## src/rtl/dcm_pkg.sv

```systemverilog
// Shared types and the program-code to half-period multiplier table for the
// multi-channel clock divider.
package dcm_pkg;

  localparam int PROG_W = 3;

  typedef logic [PROG_W-1:0] prog_t;

  function automatic logic [7:0] mult_of(input prog_t code);
    logic [7:0] m;
    case (code)
      3'd0:    m = 8'd1;
      3'd1:    m = 8'd2;
      3'd2:    m = 8'd4;
      3'd3:    m = 8'd10;
      3'd4:    m = 8'd16;
      3'd5:    m = 8'd32;
      3'd6:    m = 8'd64;
      default: m = 8'd128;
    endcase
    return m;
  endfunction

endpackage

```

## src/rtl/dcm_multi_if.sv

```systemverilog
// Update request and status bus of the multi-channel clock divider.
interface dcm_multi_if #(
  parameter int NUM_CH = 2,
  parameter int SEL_W  = 3
);
  import dcm_pkg::*;

  logic                     update_clock;
  logic [SEL_W-1:0]         ch_sel;
  prog_t                    prog_in;
  logic [PROG_W*NUM_CH-1:0] prog_out;
  logic [NUM_CH-1:0]        clock_out;
  logic [NUM_CH-1:0]        tick;
  logic [NUM_CH-1:0]        pending;
  logic [NUM_CH-1:0]        update_ack;
  logic                     update_err;

  modport master (
    output update_clock, ch_sel, prog_in,
    input  prog_out, clock_out, tick, pending, update_ack, update_err
  );

  modport slave (
    input  update_clock, ch_sel, prog_in,
    output prog_out, clock_out, tick, pending, update_ack, update_err
  );

endinterface

```

## src/rtl/dcm_channel.sv

```systemverilog
// One divider channel: half-period counter, output toggle, and a pending
// program that is swapped in at the next toggle.
module dcm_channel
  import dcm_pkg::*;
#(
  parameter int BASE_COUNT = 5_000_000,
  parameter int CNT_W      = 30
) (
  input  logic  clock,
  input  logic  reset,
  input  logic  wr,
  input  prog_t prog_in,
  output prog_t active,
  output logic  clock_out,
  output logic  tick,
  output logic  pending,
  output logic  ack
);

  localparam logic [CNT_W-1:0] BASE = CNT_W'(BASE_COUNT);

  logic [CNT_W-1:0] cnt;
  logic [CNT_W-1:0] half;
  logic             terminal;
  prog_t            pend_val;

  always_comb begin
    half     = BASE * CNT_W'(mult_of(active));
    terminal = (cnt == half - CNT_W'(1));
  end

  // A write landing on a terminal edge is only captured: the apply uses the
  // pre-edge pending flag/value, while the write re-arms pending afterwards.
  always_ff @(posedge clock or negedge reset) begin
    if (!reset) begin
      cnt       <= '0;
      active    <= '0;
      pend_val  <= '0;
      pending   <= 1'b0;
      clock_out <= 1'b0;
      tick      <= 1'b0;
      ack       <= 1'b0;
    end else begin
      tick <= terminal;
      ack  <= terminal && pending;
      if (terminal) begin
        cnt       <= '0;
        clock_out <= ~clock_out;
        if (pending) active <= pend_val;
      end else begin
        cnt <= cnt + CNT_W'(1);
      end
      if (wr) pend_val <= prog_in;
      if (wr)            pending <= 1'b1;
      else if (terminal) pending <= 1'b0;
    end
  end

endmodule

```

## src/rtl/dcm_multi.sv

```systemverilog
// Multi-channel programmable clock divider: channel-select decode, error
// flag and output packing around NUM_CH independent dcm_channel instances.
module dcm_multi
  import dcm_pkg::*;
#(
  parameter int NUM_CH     = 2,
  parameter int BASE_COUNT = 5_000_000,
  parameter int CNT_W      = 30,
  parameter int SEL_W      = 3
) (
  input logic         clock,
  input logic         reset,
  dcm_multi_if.slave  bus
);

  localparam logic [SEL_W:0] NUM_CH_W = (SEL_W + 1)'(NUM_CH);

  logic [NUM_CH-1:0] wr_v;
  logic [NUM_CH-1:0] clk_v;
  logic [NUM_CH-1:0] tick_v;
  logic [NUM_CH-1:0] pend_v;
  logic [NUM_CH-1:0] ack_v;
  prog_t             act_v [NUM_CH];
  logic              err_q;

  always_comb begin
    wr_v = '0;
    for (int unsigned i = 0; i < NUM_CH; i++) begin
      wr_v[i] = bus.update_clock && ({1'b0, bus.ch_sel} == (SEL_W + 1)'(i));
    end
  end

  always_ff @(posedge clock or negedge reset) begin
    if (!reset) err_q <= 1'b0;
    else        err_q <= bus.update_clock && ({1'b0, bus.ch_sel} >= NUM_CH_W);
  end

  for (genvar g = 0; g < NUM_CH; g++) begin : g_ch
    dcm_channel #(
      .BASE_COUNT (BASE_COUNT),
      .CNT_W      (CNT_W)
    ) u_ch (
      .clock     (clock),
      .reset     (reset),
      .wr        (wr_v[g]),
      .prog_in   (bus.prog_in),
      .active    (act_v[g]),
      .clock_out (clk_v[g]),
      .tick      (tick_v[g]),
      .pending   (pend_v[g]),
      .ack       (ack_v[g])
    );
  end

  always_comb begin
    bus.prog_out = '0;
    for (int unsigned i = 0; i < NUM_CH; i++) begin
      bus.prog_out[PROG_W*i +: PROG_W] = act_v[i];
    end
  end

  assign bus.clock_out  = clk_v;
  assign bus.tick       = tick_v;
  assign bus.pending    = pend_v;
  assign bus.update_ack = ack_v;
  assign bus.update_err = err_q;

endmodule

```

## src/flat_wrapper.sv

```systemverilog
// flat-port wrapper written by rule: the top's interface ports become plain ports
module dcm_multi_flat import dcm_pkg::*;
#(
  parameter int NUM_CH     = 2,
  parameter int BASE_COUNT = 5_000_000,
  parameter int CNT_W      = 30,
  parameter int SEL_W      = 3
)
  (clock, reset, bus_update_clock, bus_ch_sel, bus_prog_in, bus_prog_out, bus_clock_out, bus_tick, bus_pending, bus_update_ack, bus_update_err);
  dcm_multi_if #(.NUM_CH(NUM_CH), .SEL_W(SEL_W)) bus_i ();
  input logic clock;
  input logic reset;
  input wire logic [$bits(bus_i.update_clock)-1:0] bus_update_clock;
  input wire logic [$bits(bus_i.ch_sel)-1:0] bus_ch_sel;
  input wire logic [$bits(bus_i.prog_in)-1:0] bus_prog_in;
  output wire logic [$bits(bus_i.prog_out)-1:0] bus_prog_out;
  output wire logic [$bits(bus_i.clock_out)-1:0] bus_clock_out;
  output wire logic [$bits(bus_i.tick)-1:0] bus_tick;
  output wire logic [$bits(bus_i.pending)-1:0] bus_pending;
  output wire logic [$bits(bus_i.update_ack)-1:0] bus_update_ack;
  output wire logic [$bits(bus_i.update_err)-1:0] bus_update_err;
  assign bus_i.update_clock = bus_update_clock;
  assign bus_i.ch_sel = bus_ch_sel;
  assign bus_i.prog_in = bus_prog_in;
  assign bus_prog_out = bus_i.prog_out;
  assign bus_clock_out = bus_i.clock_out;
  assign bus_tick = bus_i.tick;
  assign bus_pending = bus_i.pending;
  assign bus_update_ack = bus_i.update_ack;
  assign bus_update_err = bus_i.update_err;
  dcm_multi #(.NUM_CH(NUM_CH), .BASE_COUNT(BASE_COUNT), .CNT_W(CNT_W), .SEL_W(SEL_W)) u_core (.clock(clock), .reset(reset), .bus(bus_i));
endmodule
```

## config.mk

```make
export PLATFORM = sky130hd
export DESIGN_NAME = dcm_multi_flat
export DESIGN_NICKNAME = d
export VERILOG_FILES = /design/src/rtl/dcm_pkg.sv /design/src/rtl/dcm_multi_if.sv /design/src/rtl/dcm_channel.sv /design/src/rtl/dcm_multi.sv /design/src/flat_wrapper.sv
export SDC_FILE = /design/constraint.sdc
export NUM_CORES = 1
export LEC_CHECK = 0
export ABC_AREA = 1
export ABC_CLOCK_PERIOD_IN_PS = 10700
export BUFFER_PORTS_ARGS = -buffer_cell sky130_fd_sc_hd__buf_2
export CAP_MARGIN = 5
export CELL_PAD_IN_SITES_DETAIL_PLACEMENT = 0
export CELL_PAD_IN_SITES_GLOBAL_PLACEMENT = 1
export CORE_MARGIN = 2
export CORE_UTILIZATION = 51
export CTS_CLUSTER_DIAMETER = 50
export CTS_CLUSTER_SIZE = 40
export DETAILED_ROUTE_END_ITERATION = 10
export PLACE_DENSITY = 0.95
export SYNTH_ARGS = -nofsm -noshare
export SYNTH_HDL_FRONTEND = slang
export SYNTH_SLANG_ARGS = --single-unit
export TNS_END_PERCENT = 20
```

## constraint.sdc

```tcl
create_clock -name clock -period 10.7 [get_ports clock]
set_input_delay 3.21 -clock clock [delete_from_list [all_inputs] [get_ports clock]]
set_output_delay 3.21 -clock clock [all_outputs]
set_load 0.05 [all_outputs]
```

==> reports/results.tsv <==
metric	value	unit
post-CTS sizing	0	
port bufs	23	
Post-DP HPWL	23.00	mm
io pins	24	
Die Wd	149.0	um
commonest cells after routing, fill and taps aside	485 x nand2_1, 269 x inv_1, 196 x nor2_1, 140 x nand3_1, 132 x ha_1	
final WL	27.37	mm
Setup Fix Bufs, Post-CTS	0	
largest net degree at the start of global routing	82	
H-tree depth	3	
FFs w/ async S/R, synth	1.000	
clk_lat worst skew	0.35	ns
area fraction in and, or, nand and nor cells after synthesis	0.3988	
Synth cell types	41	
Antenna Nets Post-Route	0	
final hold violations	0	
period utilization	0.5856	
crit end category	register	
max incr delay on CP	0.54	ns
Initial DRC Count	862	
most common cell after layout, fill and taps aside	nand2_1	
detailed-route via count	10090	
Final nets	1829	
leak pwr	6.806	nW
CP bufs+invs	4	
gr usage total	0.2530	
remaining global-route overflow	0	
CTS tree	yes	
vias in the first global route	9041	
# setup viols final	0	
proportion of synthesized area in mux cells	0	
setup TNS	0	ns
CTS Sinks	81	
Worst Tran Pin Value	1.040	ns
xor/xnor share of the synthesized area	0.06689	
run status	finished clean	
Max Cap Viol	0	
initial antenna violation count	0	
Die ar.	22190	sq um
first-pass GRT wire length	45.15	mm
synthesized area per cell	6.515	sq um
most frequent CP cell	nand2_1	
post-synth top area cell	dfrtp_1	
Vias/cell	5.196	
Cell Rows	53	
Seq/Total Area, Yosys	0.1891	
number of synthesized flops with an enable pin	0	
share of layout cells above drive strength 1	0.06783	
Die Y	149.0	um
Initial Util	0.5147	
yosys warns	0	
CP delay by family, top	simple AND/OR/NAND/NOR gates	
crit path kind	register to register	
# hold bufs at CTS	0	
Residual DRC	0	
Max Freq	159.6	MHz
Root Driver	clkbuf_16	
RSZ-0062 raised after global routing	no	
GPL Wtd Cong	0.9619	
Mapped Area	10720	sq um
core area	20820	sq um
Post-Synth Adder-Cell Area	0.2027	
crit start category	register	
largest family of logic cells by synthesized area	simple AND/OR/NAND/NOR gates	
Setup WS post-layout	4.435	ns
Worst VDD drop	110.5	uV
WL per Instance	14.10	um
Critical Path RT	10.91	ns
Crit path arrival time	6.48	ns
Max FO, Critical Path	27	
TritonCTS buffer count	9	
ant diodes	0	
Worst-path clk slew	0.07	ns
Post-Place Worst Slack	4.554	ns
relative slew slack	0.3063	
Cells after Synth	1645	
Synth Flop Type	dfrtp_1	
Max Transition Viols Final	0	
CP max-delay cell	fa_1	
area delta synth->final	6.467	%
top-area cell type share of the netlist area	0.1891	
largest cells by area after synthesis	dfrtp_1 19%, nand2_1 17%, ha_1 15%	
clk_skew	0.01471	ns
Tightest Hold Check Type	register to register	
post-synthesis compound-gate area fraction	0.02977	
PwrDens	64.05	nW/um^2
DRT Pass-1 Iters	5	
CTS Buffer Depth	2	
min Tclk post-route	6.265	ns
Seq cells post-synth	81	
-- report_power, final --
| part | internal (W) | switching, W |
|---|---|---|
| logic | 0.0000113 | 0.0000279 |
| registers | 0.000311 | 0.00000250 |
| clock network | 0.000251 | 0.000127 |
| total | 0.000573 | 0.000158 |
-- cells by family after synthesis --
kind of cell    Yosys count
simple gates            968
buf+inv                 302
fa+ha+maj               158
flops                    81
xor+xnor                 77
compound gates           57
other cells               2
-- stage by stage --
stage	instance area [sq um]	hold slack, ns	power, W	std cells	utilization
finish	11410	0.4594	0.0007308	1941	0.5480
global route	11410	0.4783	0.0007524	1941	0.5480
CTS	11410	0.4612	0.0007354	1941	0.5480
detailed placement	11050	0.4531	0.0003581	1926	0.5308
global placement	11050	0.4439	0.0003572	1926	0.5308
floorplan	10730	0.4224	0.0003414	1649	-
-- layer usage --
metal	wire length, um	global-route usage	vias to the layer above
met1	14310	0.4072	4592
met5	0	0	-
met2	11040	0.3581	279
li1	-	-	5185
met3	1684	0.03425	30
met4	335	0.04905	0
-- state kept, by name, summed over array words and instances, names as in the netlist --
signal                      flops
u_core.g_ch.u_ch.cnt           60
u_core.g_ch.u_ch.active         6
u_core.g_ch.u_ch.pend_val       6
u_core.g_ch.u_ch.ack            2
u_core.g_ch.u_ch.clock_out      2
u_core.g_ch.u_ch.pending        2
u_core.g_ch.u_ch.tick           2
u_core.bus.update_err           1
-- synthesized netlist by cell type (4+ instances only) --
master and number:
and3_1 4, fa_1 26, ha_1 132, nand3b_1 9, dfrtp_1 81, nand3_2 13, inv_2 10, xor2_1 58
o21ai_0 19, nor2_1 196, nand2_2 10, or2_2 10, clkbuf_1 7, buf_6 4, inv_1 269, a21oi_1 26
nand2_4 5, nor2_4 7, nand3_1 140, nor2_2 12, buf_4 8, nand2_1 485, nor3_1 31, xnor2_1 16
nand4_1 42
-- final timing paths --
check,from,to,slack (ns),depth (start not counted)
min,u_core.g_ch[1].u_ch.cnt[0],u_core.g_ch[1].u_ch.cnt[0],0.46,1
max reg2reg,u_core.g_ch[1].u_ch.active[0],u_core.g_ch[1].u_ch.pending,4.43,31
min reg2reg,u_core.g_ch[1].u_ch.cnt[0],u_core.g_ch[1].u_ch.cnt[0],0.46,1
max,u_core.g_ch[1].u_ch.active[0],u_core.g_ch[1].u_ch.pending,4.43,31
min in group asynchronous,reset,u_core.g_ch[0].u_ch.cnt[1],3.06,1
max in group asynchronous,reset,u_core.g_ch[1].u_ch.cnt[22],6.99,1
-- final cells by class --
type / instances / area, sq um
Multi-Input combinational cell: 1266 / 7505
Inverter: 281 / 1060
Tap cell: 275 / 344.1
Sequential cell: 81 / 2027
Clock inverter: 5 / 128.9
Timing Repair Buffer: 23 / 117.6
Fill cell: 2104 / 9412
Clock buffer: 10 / 229.0
Power figures use the tool's default switching activity.
